--- src/rtl/alu_cmd_sequencer.sv ---
// Host-side ALU link initiator: serialises SET_A/SET_B/SET_OP/GET_RES bytes to a UART TX and waits for the result byte.
// Optional CMD_SKIP_UNCHANGED_EN: omit SET pairs whose value matches the last acknowledged one.
module alu_cmd_sequencer #(
  parameter int NB_DATA        = 8,
  parameter int NB_ALU_OP      = 6,
  parameter int TIMEOUT_CYCLES = 100000
) (
  input  logic                 i_clk,
  input  logic                 i_reset,
  input  logic                 i_start,
  input  logic [NB_DATA-1:0]   i_A,
  input  logic [NB_DATA-1:0]   i_B,
  input  logic [NB_ALU_OP-1:0] i_op,
  input  logic                 i_tx_done,
  input  logic [NB_DATA-1:0]   i_rx_data,
  input  logic                 i_rx_done,
  output logic                 o_tx_start,
  output logic [NB_DATA-1:0]   o_tx_data,
  output logic                 o_busy,
  output logic [NB_DATA-1:0]   o_res,
  output logic                 o_res_valid,
  output logic                 o_timeout
);

  localparam int CNT_W = $clog2(TIMEOUT_CYCLES);
  localparam logic [CNT_W-1:0] CNT_LAST = CNT_W'(TIMEOUT_CYCLES - 1);

  typedef enum logic [1:0] {S_IDLE, S_WAIT_TX, S_WAIT_RES} state_t;

  state_t state_q, state_d;
  logic [2:0] idx_q, idx_d;
  logic [2:0] skip_q, skip_d;
  logic [CNT_W-1:0] cnt_q, cnt_d;
  logic [NB_DATA-1:0] a_q, a_d, b_q, b_d, op_q, op_d;
  logic tx_start_q, tx_start_d, busy_q, busy_d, res_valid_q, res_valid_d, timeout_q, timeout_d;
  logic [NB_DATA-1:0] tx_data_q, tx_data_d, res_q, res_d;
  logic [2:0] skip_start, first_idx, next_idx;
  logic [NB_DATA-1:0] op_ext;

  assign op_ext = NB_DATA'(i_op);

  // Skip mask bit p covers the SET pair at indices 2p (code) and 2p+1 (data).
  function automatic logic [2:0] advance(input logic [2:0] n, input logic [2:0] skip);
    logic [2:0] r;
    r = n;
    for (int i = 0; i < 3; i++)
      if (r < 3'd6 && !r[0] && skip[r[2:1]]) r = r + 3'd2;
    return r;
  endfunction

  function automatic logic [NB_DATA-1:0] byte_sel(input logic [2:0] idx, input logic [NB_DATA-1:0] a,
                                                  input logic [NB_DATA-1:0] b, input logic [NB_DATA-1:0] op);
    case (idx)
      3'd0:    return NB_DATA'(1);
      3'd1:    return a;
      3'd2:    return NB_DATA'(2);
      3'd3:    return b;
      3'd4:    return NB_DATA'(3);
      3'd5:    return op;
      default: return '0;
    endcase
  endfunction

`ifdef CMD_SKIP_UNCHANGED_EN
  logic [NB_DATA-1:0] sh_a_q, sh_a_d, sh_b_q, sh_b_d, sh_op_q, sh_op_d;
  logic [2:0] sh_vld_q, sh_vld_d;

  assign skip_start = {sh_vld_q[2] && (sh_op_q == op_ext),
                       sh_vld_q[1] && (sh_b_q == i_B),
                       sh_vld_q[0] && (sh_a_q == i_A)};

  // A shadow is recorded only once its data byte has been acknowledged.
  always_comb begin
    sh_a_d   = sh_a_q;
    sh_b_d   = sh_b_q;
    sh_op_d  = sh_op_q;
    sh_vld_d = sh_vld_q;
    if (state_q == S_WAIT_TX && i_tx_done && idx_q[0]) begin
      case (idx_q[2:1])
        2'd0:    begin sh_a_d  = a_q;  sh_vld_d[0] = 1'b1; end
        2'd1:    begin sh_b_d  = b_q;  sh_vld_d[1] = 1'b1; end
        default: begin sh_op_d = op_q; sh_vld_d[2] = 1'b1; end
      endcase
    end
  end

  always_ff @(posedge i_clk) begin
    if (i_reset) begin
      sh_a_q   <= '0;
      sh_b_q   <= '0;
      sh_op_q  <= '0;
      sh_vld_q <= '0;
    end else begin
      sh_a_q   <= sh_a_d;
      sh_b_q   <= sh_b_d;
      sh_op_q  <= sh_op_d;
      sh_vld_q <= sh_vld_d;
    end
  end
`else
  assign skip_start = 3'b000;
`endif

  assign first_idx = advance(3'd0, skip_start);
  assign next_idx  = advance(idx_q + 3'd1, skip_q);

  always_comb begin
    state_d     = state_q;
    idx_d       = idx_q;
    skip_d      = skip_q;
    cnt_d       = cnt_q;
    a_d         = a_q;
    b_d         = b_q;
    op_d        = op_q;
    tx_start_d  = 1'b0;
    tx_data_d   = tx_data_q;
    busy_d      = busy_q;
    res_d       = res_q;
    res_valid_d = 1'b0;
    timeout_d   = 1'b0;
    case (state_q)
      S_IDLE: begin
        if (i_start) begin
          a_d        = i_A;
          b_d        = i_B;
          op_d       = op_ext;
          skip_d     = skip_start;
          idx_d      = first_idx;
          tx_start_d = 1'b1;
          tx_data_d  = byte_sel(first_idx, i_A, i_B, op_ext);
          busy_d     = 1'b1;
          state_d    = S_WAIT_TX;
        end
      end
      S_WAIT_TX: begin
        if (i_tx_done) begin
          if (idx_q == 3'd6) begin
            cnt_d   = '0;
            state_d = S_WAIT_RES;
          end else begin
            idx_d      = next_idx;
            tx_start_d = 1'b1;
            tx_data_d  = byte_sel(next_idx, a_q, b_q, op_q);
          end
        end
      end
      S_WAIT_RES: begin
        if (i_rx_done) begin
          res_d       = i_rx_data;
          res_valid_d = 1'b1;
          busy_d      = 1'b0;
          idx_d       = '0;
          state_d     = S_IDLE;
        end else if (cnt_q == CNT_LAST) begin
          timeout_d = 1'b1;
          busy_d    = 1'b0;
          idx_d     = '0;
          state_d   = S_IDLE;
        end else begin
          cnt_d = cnt_q + CNT_W'(1);
        end
      end
      default: state_d = S_IDLE;
    endcase
  end

  always_ff @(posedge i_clk) begin
    if (i_reset) begin
      state_q     <= S_IDLE;
      idx_q       <= '0;
      skip_q      <= '0;
      cnt_q       <= '0;
      a_q         <= '0;
      b_q         <= '0;
      op_q        <= '0;
      tx_start_q  <= 1'b0;
      tx_data_q   <= '0;
      busy_q      <= 1'b0;
      res_q       <= '0;
      res_valid_q <= 1'b0;
      timeout_q   <= 1'b0;
    end else begin
      state_q     <= state_d;
      idx_q       <= idx_d;
      skip_q      <= skip_d;
      cnt_q       <= cnt_d;
      a_q         <= a_d;
      b_q         <= b_d;
      op_q        <= op_d;
      tx_start_q  <= tx_start_d;
      tx_data_q   <= tx_data_d;
      busy_q      <= busy_d;
      res_q       <= res_d;
      res_valid_q <= res_valid_d;
      timeout_q   <= timeout_d;
    end
  end

  assign o_tx_start  = tx_start_q;
  assign o_tx_data   = tx_data_q;
  assign o_busy      = busy_q;
  assign o_res       = res_q;
  assign o_res_valid = res_valid_q;
  assign o_timeout   = timeout_q;

endmodule

--- config.mk ---
export PLATFORM = sky130hd
export DESIGN_NAME = alu_cmd_sequencer
export DESIGN_NICKNAME = d
export VERILOG_FILES = /design/src/rtl/alu_cmd_sequencer.sv
export SDC_FILE = /design/constraint.sdc
export NUM_CORES = 1
export LEC_CHECK = 0
export ABC_CLOCK_PERIOD_IN_PS = 2400
export BUFFER_PORTS_ARGS = -buffer_cell sky130_fd_sc_hd__buf_2
export CORE_MARGIN = 4
export CORE_UTILIZATION = 37
export CTS_CLUSTER_DIAMETER = 30
export CTS_CLUSTER_SIZE = 20
export DETAILED_ROUTE_END_ITERATION = 16
export PLACE_DENSITY_LB_ADDON = 0.3
export SLEW_MARGIN = 30
export SYNTH_ARGS = -nofsm -noshare
export SYNTH_HDL_FRONTEND = slang
export SYNTH_SLANG_ARGS = --single-unit
export TNS_END_PERCENT = 20
--- constraint.sdc ---
create_clock -name i_clk -period 2.4 [get_ports i_clk]
set_clock_uncertainty 0.2 [all_clocks]
set_input_delay 0.24 -clock i_clk [delete_from_list [all_inputs] [get_ports i_clk]]
set_output_delay 0.24 -clock i_clk [all_outputs]
set_load 0.05 [all_outputs]
After elaboration in Yosys (flattened, before gate mapping)
Index checks and enable logic that the tools add are counted.

word-level totals
  logic and storage cells = 105
  memories kept = 0
  register bits after elaboration = 64
  output and inout port bits = 20
  input bits = 35
  bits in latches = 0
  memory bits (writable) = 0
  memory bits (read-only) = 0

cells by class
  add/sub/neg operators = 5
  bitwise operators = 1
  muxes and demuxes = 41
  div/mod/pow operators = 0
  eq/ne operators = 16
  shift-type cells = 0
  order comparisons = 6
  reductions and logical operators = 24
  multiply operators = 0

operator list
  operator                 count
  $mux W17                 4
  $pmux W8 S6              1
  $pmux W17 S2             1
  $mux W3                  8
  $mux W8                  3
  $add A17 B1 Y17 const B  1
  $eq A17 B17 Y1 const B   1
  $pmux W8 S2              1
  $ne A2 B2 Y1 const B     6
  $mux W1                  11
  $mux W2                  5
  $reduce_and A5 Y1        2
  $add A3 B2 Y3 const B    3
  $eq A3 B3 Y1 const B     3
  $lt A2 B3 Y1 const B     3
  $lt A3 B3 Y1 const B     3
  $pmux W3 S3              1
  $reduce_and A4 Y1        2
  $bmux W1 S2              3
  $eq A3 B2 Y1 const B     2
  $logic_and A1 B1 Y1      6
  $pmux W2 S3              1
  $reduce_bool A2 Y1       3
  $pmux W1 S2              2
  14 further kinds         17

Logic depth before layout (Yosys ltp)
  depth in word-level cells = 18
  depth in mapped cells = 8
  mapped depth without buffers = 7

Worst setup path before layout
No wires, ideal clock.

  path kind = reg-to-reg
  from = register idx_q[0]
  to = register tx_data_q[1], in the netlist o_tx_data[1]
  path buffers = 0
  required time = 2072 ps
  library setup time = 128 ps
  data arrival time = 1684 ps
  cell stages (with the launch flop) = 7
  clock period less this slack = 2011 ps
  path slack = 389 ps
  cells stage by stage = dfxtp_1 > ha_1 > ha_1 > mux2_2 > a221o_1 > a22oi_1 > nor2_1

on the way
  longest elaborated chain between the ends = 18
  elaborated cells on any way between the ends = 38
  those cells by class = 4 x add/sub; 3 x order compare; 7 x eq/ne; 13 x mux; 11 x reduce/logical

ends and longest elaborated chain
  item                                            line  source
  start, declared                                 31    logic [2:0] idx_q, idx_d;
  start signal, assigned                          184   idx_q <= idx_d;
  $add A3 B1 Y3                                   105   assign next_idx = advance(idx_q + 3'd1, skip_q);
  $lt A3 B3 Y1, or another cell as far along      47    if (r < 3'd6 && !r[0] && skip[r[2:1]]) r = r + 3'd2;
  $logic_and A1 B1 Y1 or $mux W1 (tied branches)  47
  $logic_and A1 B1 Y1                             47
  $mux W3                                         47
  $lt A3 B3 Y1, or another cell as far along      47
  $logic_and A1 B1 Y1 or $mux W1 (tied branches)  47
  $logic_and A1 B1 Y1                             47
  [... 2 more ...]                                --
  $logic_and A1 B1 Y1 or $mux W1 (tied branches)  47
  $logic_and A1 B1 Y1                             47
  $mux W3                                         47
  $eq A3 B3 Y1, or another cell as far along      53    case (idx)
  $pmux W8 S6                                     53
  $mux W8                                         137   if (idx_q == 3'd6) begin
  $mux W8                                         136   if (i_tx_done) begin
  $pmux W8 S2                                     121   case (state_q)
  end signal, assigned                            191   tx_data_q <= tx_data_d;
  end, declared                                   36    logic [NB_DATA-1:0] tx_data_q, tx_data_d, res_q, res_d;

Parallel ways exist; a longest one is shown, timed or not. The select of a mux whose other input is x is not followed.
A chain may end at the register's enable or synchronous reset.

Worst setup path after layout
Same ends and word-level chain as after synthesis.

==> metrics.md <==
| Metric | Value |
|---|---|
| GRT Resource Usage Total | 15.5% |
| WL per Instance | 13.4 um |
| Post-CTS setup buffer count | 0 |
| Leak pwr | 1.62 nW |
| Fillers | 749 |
| Vias in the first global route | 2,579 |
| Mapped Cells | 351 |
| Pre-CTS WS | 0.346 ns |
| Synth top area share | 43.1% |
| Inserted Diodes | 0 |
| H-tree levels | 3 |
| NumNets Final | 473 |
| CTS Hold Bufs | 30 |
| Register bit count reported by yosys | 64 |
| Share of cells above drive strength 1 | 21.3% |
| Commonest non-fill, non-tap cell in the layout | dfxtp_1 |
| Clock tree buffer depth | 2 |
| Final WL | 7.18 mm |
| Critical Path End Type | register |
| Run status | complete, no violations |
| Die H | 97.7 um |
| Via count | 2,779 |
| Mapped Area | 2970 um^2 |
| Final ANT Viol Nets | 0 |
| Min Tclk post-route | 2.06 ns |
| Fin crit share | 85.7% |
| Worst-Skew Late Latency | 0.33 ns |
| Routability cong. | 0.837 |
| VDD IR-drop max | 0.000324 V |
| Number of remaining DRC errors | 0 |
| Full die area | 9540 um^2 |
| Antenna violations before repair | 0 |
| Worst setup SP type | register |
| P per Cell Area | 638 nW/um^2 |
| Clk pin slew, worst setup/hold paths | 0.08 ns |
| Area of the core | 7770 um^2 |
| Pre-Repair DR Iteration Count | 4 |
| Synth Flop Type | dfxtp_1 |
| Setup ws final | 0.342 ns |
| Most frequent cells in the layout | dfxtp_1, nand2_1, buf_2 |
| Area growth, synth to finish | 30.1% |
| Setup CP Type | reg -> reg |
| Multi-input gate area | 1560 um^2 |
| Largest net degree at the start of global routing | 39 |
| Grt total ovfl | 0 |
| IO buf count | 54 |
| EDFF count, synth | 0 |
| Unrepaired setup endpoints after global routing | false |
| Min-delay worst type | in -> reg |
| Final Hold Fails | 0 |
| Slew Limit Fails | 0 |
| DRT iter0 DRCs | 209 |
| Vias per inst | 5.17 |
| Slew HR | 61.9% |
| Final Setup Violations | 0 |
| Maximum fanout along the worst path | 4 |
| I/O pins | 55 |
| Worst-Margin Slew | 0.570 ns |
| PostCTS Resize Cnt | 0 |
| First-pass GRT wire length | 12.2 mm |
| Register Area | 1280 um^2 |
| Die Wd | 97.7 um |
| Row count | 32 |
| Synth area leaders | dfxtp_1, nand2_1, a21oi_1 |
| Mean Syn Cell Area | 8.47 um^2 |
| Max Fclk | 486 MHz |
| Post-synthesis sequential area ratio | 43.1% |
| Max-cap viol count | 0 |
| Number of distinct library cells after synthesis | 57 |
| Fin Setup TNS | 0 ns |
| FFs w/ async S/R, synth | 0% |
| Synth area leader | dfxtp_1 |
| TritonCTS clock tree | yes |
| Worst Path Arrival | 2.07 ns |
| Clk root buf | clkbuf_8 |
| Clock Sinks | 64 |
| Crit path required time | 2.42 ns |
| Initial core utilization | 38.3% |
| Synth warnings | 0 |
| Syn nets | 393 |
| HPWL Detailed | 5.03 mm |
| Num CTS Buffers | 9 |
[path summary, 6_finish.rpt]
path              startpoint  slack [ns]           end  cells after the start
hold / removal       i_reset        0.08      o_res[1]                      2
setup reg to reg    idx_q[0]        0.34  o_tx_data[1]                      6
setup / recovery    idx_q[0]        0.34  o_tx_data[1]                      6
hold reg to reg       a_q[0]        0.26        a_q[0]                      2
[state kept, by name, summed over array words and instances, names as in the netlist, 2 cells and up]
signal	cells
cnt_q	17
a_q	8
b_q	8
o_res	8
o_tx_data	8
op_q	6
idx_q	3
state_q	2
[Yosys cell counts, types with 4 or more instances]
cell type and count:
dfxtp_1 64, nand2_1 61, a21oi_1 25, nor2_1 23, o21ai_0 15, nor3_1 14
clkbuf_1 13, a22o_1 10, nand3_1 10, a21o_1 8, mux2i_1 8, nand4_1 8
a31oi_1 7, ha_1 7, inv_1 7, a22oi_1 5, buf_2 4, o21ai_1 4
[stage by stage]
stage          instances  util (%)  power [W]  hold slack, ns  instance area (um^2)
2_1_floorplan        351         -    0.00125           0.176                  2970
3_3_place_gp         492      42.7    0.00132           0.245                  3320
3_5_place_dp         492      42.7    0.00132           0.246                  3320
4_1_cts              538      49.8    0.00250          0.0715                  3870
5_1_grt              538      49.8    0.00257           0.101                  3870
6_report             538      49.8    0.00247          0.0783                  3870
[logic make-up (layout without fill, tap and decap cells)]
group                      count (synthesis)  in the layout  share of synthesized area (%)
muxes                                     10             10                           3.45
DFF                                       64             64                           43.1
and+or+nand+nor                          149            149                           25.7
buffers and inverters                     30            115                           4.63
adders and majority gates                  7              7                           2.94
xor gates and xnor gates                   1              1                          0.295
AOI/OAI and AO/OA                         90             90                           19.9
[area by class of cell]
type                    instances  area share [%]
flip-flops and latches         64            33.1
clock buffers                  10            3.56
repair buffers                 91            16.1
well taps                     102            3.30
multi-input cells             257            40.2
clock inverters                 6            2.97
inverters                       8           0.776
[report_power, final]
group / total (W) / internal (W) / switching [W]
sequential: 0.00111 / 0.00109 / 0.0000209
clock: 0.00114 / 0.000723 / 0.000414
combinational: 0.000220 / 0.000101 / 0.000119
total: 0.00247 / 0.00192 / 0.000554
[per-layer routing]
layer  vias up  track usage [%]  share of wire, %  wire length [um]
met1      1280             21.1                47              3380
met2        60             23.6                46              3270
met5         -                0                 0                 0
met3        11             3.59               5.6               400
li1       1428                -                 -                 -
met4         0             6.60               1.8               129
[critical path: stages (launching register included)]
cell     delay [ns]
dfxtp_1        0.34
ha_1           0.23
ha_1           0.31
mux2_2         0.34
a221o_1        0.34
a22oi_1        0.14
nor2_1         0.05
Power figures use the tool's default switching activity.
